<file path="config.mk">
export PLATFORM = sky130hd
export DESIGN_NAME = demux_1in2out_16bits
export DESIGN_NICKNAME = d
export VERILOG_FILES = /design/src/rtl/demux_1in2out_16bits_pkg.sv /design/src/rtl/demux_slot.sv /design/src/rtl/demux_1in2out_16bits.sv
export SDC_FILE = /design/constraint.sdc
export NUM_CORES = 1
export LEC_CHECK = 0
export CORE_MARGIN = 2
export CORE_UTILIZATION = 48
export DETAILED_ROUTE_END_ITERATION = 10
export GPL_ROUTABILITY_DRIVEN = 0
export PLACE_DENSITY = 0.93
export SLEW_MARGIN = 25
export SYNTH_ARGS = -nofsm -noshare
export SYNTH_HDL_FRONTEND = slang
export SYNTH_SLANG_ARGS = --single-unit
export TNS_END_PERCENT = 5
</file>
<file path="constraint.sdc">
create_clock -name clk -period 3.46 [get_ports clk]
set_clock_uncertainty 0.15 [all_clocks]
set_input_delay 0.692 -clock clk [delete_from_list [all_inputs] [get_ports clk]]
set_output_delay 0.692 -clock clk [all_outputs]
set_load 0.02 [all_outputs]
</file>
<file path="src/rtl/demux_1in2out_16bits_pkg.sv">
// Shared widths, select encoding and slot state type for the 1-to-2 demux.
package demux_1in2out_16bits_pkg;

    localparam int DEMUX_WIDTH = 16;
    localparam int DEMUX_CNT_W = 8;

    localparam logic SEL_A = 1'b0;
    localparam logic SEL_B = 1'b1;

    typedef enum logic {
        SLOT_EMPTY = 1'b0,
        SLOT_FULL  = 1'b1
    } slot_state_e;

endpackage

</file>
<file path="src/rtl/demux_slot.sv">
// One-entry holding slot with valid/ready output and an accept counter.
// Load with simultaneous drain replaces the held word; data is kept after a drain.
module demux_slot
    import demux_1in2out_16bits_pkg::*;
#(
    parameter int WIDTH = DEMUX_WIDTH,
    parameter int CNT_W = DEMUX_CNT_W
) (
    input  logic             clk,
    input  logic             rst,
    input  logic             load,
    input  logic [WIDTH-1:0] load_data,
    input  logic             out_ready,
    output logic             out_valid,
    output logic [WIDTH-1:0] out_data,
    output logic [CNT_W-1:0] count,
    output logic             can_accept
);

    slot_state_e      state_q, state_d;
    logic [WIDTH-1:0] data_q, data_d;
    logic [CNT_W-1:0] count_q, count_d;

    always_comb begin
        state_d = state_q;
        data_d  = data_q;
        count_d = count_q;
        case (state_q)
            SLOT_EMPTY: if (load) state_d = SLOT_FULL;
            SLOT_FULL:  if (out_ready && !load) state_d = SLOT_EMPTY;
            default:    state_d = SLOT_EMPTY;
        endcase
        if (load) begin
            data_d  = load_data;
            count_d = count_q + CNT_W'(1);
        end
    end

    always_ff @(posedge clk or posedge rst) begin
        if (rst) begin
            state_q <= SLOT_EMPTY;
            data_q  <= '0;
            count_q <= '0;
        end else begin
            state_q <= state_d;
            data_q  <= data_d;
            count_q <= count_d;
        end
    end

    assign out_valid  = (state_q == SLOT_FULL);
    assign out_data   = data_q;
    assign count      = count_q;
    assign can_accept = !out_valid || out_ready;

endmodule

</file>
<file path="src/rtl/demux_1in2out_16bits.sv">
// Registered 1-to-2 demux: steers one input word to slot A or B by select, latency 1.
// Each output has its own holding slot, so a stalled consumer only backpressures words aimed at it.
module demux_1in2out_16bits
    import demux_1in2out_16bits_pkg::*;
#(
    parameter int WIDTH = DEMUX_WIDTH,
    parameter int CNT_W = DEMUX_CNT_W
) (
    input  logic             clk,
    input  logic             rst,
    input  logic             in_valid,
    output logic             in_ready,
    input  logic [WIDTH-1:0] in_data,
    input  logic             select,
    output logic             a_valid,
    input  logic             a_ready,
    output logic [WIDTH-1:0] a,
    output logic             b_valid,
    input  logic             b_ready,
    output logic [WIDTH-1:0] b,
    output logic [CNT_W-1:0] a_count,
    output logic [CNT_W-1:0] b_count,
    output logic             busy
);

    logic a_can_accept, b_can_accept;
    logic a_load, b_load;

    // in_ready depends only on the targeted slot, never on in_valid.
    assign in_ready = (select == SEL_B) ? b_can_accept : a_can_accept;
    assign a_load   = in_valid && in_ready && (select == SEL_A);
    assign b_load   = in_valid && in_ready && (select == SEL_B);
    assign busy     = a_valid || b_valid;

    demux_slot #(.WIDTH(WIDTH), .CNT_W(CNT_W)) u_slot_a (
        .clk        (clk),
        .rst        (rst),
        .load       (a_load),
        .load_data  (in_data),
        .out_ready  (a_ready),
        .out_valid  (a_valid),
        .out_data   (a),
        .count      (a_count),
        .can_accept (a_can_accept)
    );

    demux_slot #(.WIDTH(WIDTH), .CNT_W(CNT_W)) u_slot_b (
        .clk        (clk),
        .rst        (rst),
        .load       (b_load),
        .load_data  (in_data),
        .out_ready  (b_ready),
        .out_valid  (b_valid),
        .out_data   (b),
        .count      (b_count),
        .can_accept (b_can_accept)
    );

endmodule
</file>
==> impl_metrics.env <==
export IMPL_status="complete, no violations"
export IMPL_relSlewSlack=0.579
export IMPL_root_buffer="clkbuf_8"
export IMPL_clock_sinks=50
export IMPL_die_h_um=70.7
export IMPL_worst_hold_slack_ps=333
export IMPL_grt_pass1_vias=1471
export IMPL_clk_pin_slew_worst_paths_ps=90
export IMPL_rsz0062_at_grt="no"
export IMPL_grt_max_degree=51
export IMPL_synth_area_um2=2140
export IMPL_clk_path_buf_depth=2
export IMPL_vias=1362
export IMPL_synth_top_cell_by_area="dfrtp_1"
export IMPL_clock_latency_ps=300
export IMPL_ys_seq_area_frac=0.585
export IMPL_design_area_um2=3010
export IMPL_setup_tns_ps=0
export IMPL_synth_top_cell_area_share=0.585
export IMPL_postSynth_asyncResetShare=1.00
export IMPL_post_synth_top_count_cell="dfrtp_1"
export IMPL_startpoint_type="input port"
export IMPL_syn_nets=162
export IMPL_first_pass_iters=4
export IMPL_hold_viol=0
export IMPL_start_util=0.495
export IMPL_grt_use_total=0.187
export IMPL_drv_cap=0
export IMPL_fin_crit_ps=3140
export IMPL_nets=238
export IMPL_ys_ff_latch=50
export IMPL_drcViolationCount=0
export IMPL_avgSynthCellArea_um2=15.5
export IMPL_grt_pass1_wl_um=7250
export IMPL_drtIter0Drc=64
export IMPL_worstMarginPinSlew_ps=631
export IMPL_yosys_top_cells_count="dfrtp_1, mux2_2, xor2_1"
export IMPL_area_delta_synth_final_pct=40.9
export IMPL_core_rowCount=24
export IMPL_total_power_mw=2.11
export IMPL_place_area_um2=2870
export IMPL_io_pins=74
export IMPL_max_freq_ghz=0.319
export IMPL_overflow=0
export IMPL_p_per_area_nw_per_um2=700
export IMPL_cts_max_level=2
export IMPL_cts_tree="done"
export IMPL_setup_viol=0
export IMPL_leakagePower_nw=1.29
export IMPL_synth_edff_count=0
export IMPL_cts_buffers_inserted=5
export IMPL_peakVddDrop_v=0.000329
export IMPL_cp_arrival_ps=2290
export IMPL_totalWireLength_um=4400
export IMPL_drive_above_1_share=0.251
export IMPL_finalMaxSlewViolations=0
export IMPL_core_um2=4320
export IMPL_die_area_um2=5000
export IMPL_vias_per_cell=5.10
export IMPL_synth_cell_types=23
export IMPL_antenna_found_initial=0
export IMPL_syn_inst=138
export IMPL_diodes=0
export IMPL_hpwl_um=3120
export IMPL_fin_crit_sh=0.906
export IMPL_crit_fanout=9
export IMPL_yosysWarnings=0
export IMPL_portBuffers=73
export IMPL_synth_area_leaders="dfrtp_1, mux2_2, mux2_4"
export IMPL_critPathKind="in2out"
export IMPL_hold_class="reg2reg"
export IMPL_die_w_um=70.7
export IMPL_ant_nets=0
export IMPL_crit_path_end_kind="primary output"
export IMPL_cp_required_ps=2620
export IMPL_synthFlopType="dfrtp_1"
export IMPL_wl_per_cell_um=16.5
[state kept, by name, indices dropped and copies added (netlist names)]
register / flops
u_slot_a.out_data: 16
u_slot_b.out_data: 16
u_slot_a.count: 8
u_slot_b.count: 8
u_slot_a.out_valid: 1
u_slot_b.out_valid: 1
[critical path, stage by stage]
cell	delay (ps)
clkdlybuf4s50_1	410
nor2b_2	460
mux2i_1	160
clkdlybuf4s50_1	570
[report_power, final]
| group | internal [mW] | total (mW) | switching (mW) |
|---|---|---|---|
| clock | 0.308 | 0.498 | 0.190 |
| sequential | 0.726 | 0.862 | 0.136 |
| combinational | 0.396 | 0.749 | 0.353 |
[what timing repair did]
item | in CTS | in global routing
buffers inserted | 0 | 0
resized for setup | 0 | 1
setup endpoints to repair | 0 | 1
hold buffers | 0 | 0
hold endpoints to repair | 0 | 0
[cell usage in the layout (no fill, tap or decap), types with 2 or more instances in the layout]
cell             synthesis  final
clkdlybuf4s50_1          0     73
dfrtp_1                 50     50
mux2_2                  25     25
xor2_1                  14     14
mux2_4                   9      9
nand3_1                  6      6
clkbuf_8                 0      6
nor3_1                   4      4
nor4_1                   3      3
nor4_2                   3      3
nor2b_2                  1      2
nor2_8                   2      2
nor3b_1                  2      2
nand2_1                  2      2
nand2b_1                 2      2
nand4_1                  2      2
ha_1                     2      2
bufinv_16                0      2
[final timing paths]
| check | from | endpoint | slack, ps | cells after the start |
|---|---|---|---|---|
| worst max-delay path | a_ready | in_ready | 320 | 4 |
| worst min-delay path | u_slot_a.count[7] | u_slot_a.count[7] | 330 | 1 |
| worst max register to register | u_slot_a.out_valid | u_slot_a.out_data[15] | 1800 | 3 |
| worst min register to register | u_slot_a.count[7] | u_slot_a.count[7] | 330 | 1 |
| max in group asynchronous | rst | u_slot_b.count[6] | 2020 | 3 |
| min in group asynchronous | rst | u_slot_a.out_data[14] | 720 | 3 |
[cell families (layout without fill, tap and decap cells)]
group,after synthesis,in the layout,share of synthesized area
xor gates and xnor gates,14,14,0.0573
adders and majority gates,2,2,0.0117
buffers and inverters,6,83,0.0363
DFF,50,50,0.585
muxes,35,35,0.200
and+or+nand+nor,31,31,0.110
[stage by stage]
stage	worst slack, ps	util	cells
after CTS	7.44	0.696	267
after global routing	215	0.697	267
after floorplan	1390	-	138
final	325	0.697	267
after detailed placement	31.6	0.663	259
after global placement	99.6	0.663	259
[layer usage]
metal,up-vias,share of wire,routed length [um],GRT usage
li1,636,-,-,-
met1,675,0.41,1820,0.227
met2,46,0.50,2200,0.313
met3,5,0.078,342,0.0755
met4,0,0.0082,36,0.0503
met5,-,0,0,0
[layout make-up]
type                            count  area, um2
Tap cell                           52       65.1
Clock inverter                      2       60.1
Clock buffer                        6       82.6
Fill cell                         328       1310
Sequential cell                    50       1250
Multi-Input combinational cell     82        812
Timing Repair Buffer               74        738
Inverter                            1       3.75
(Power assumes the default switching activity.)
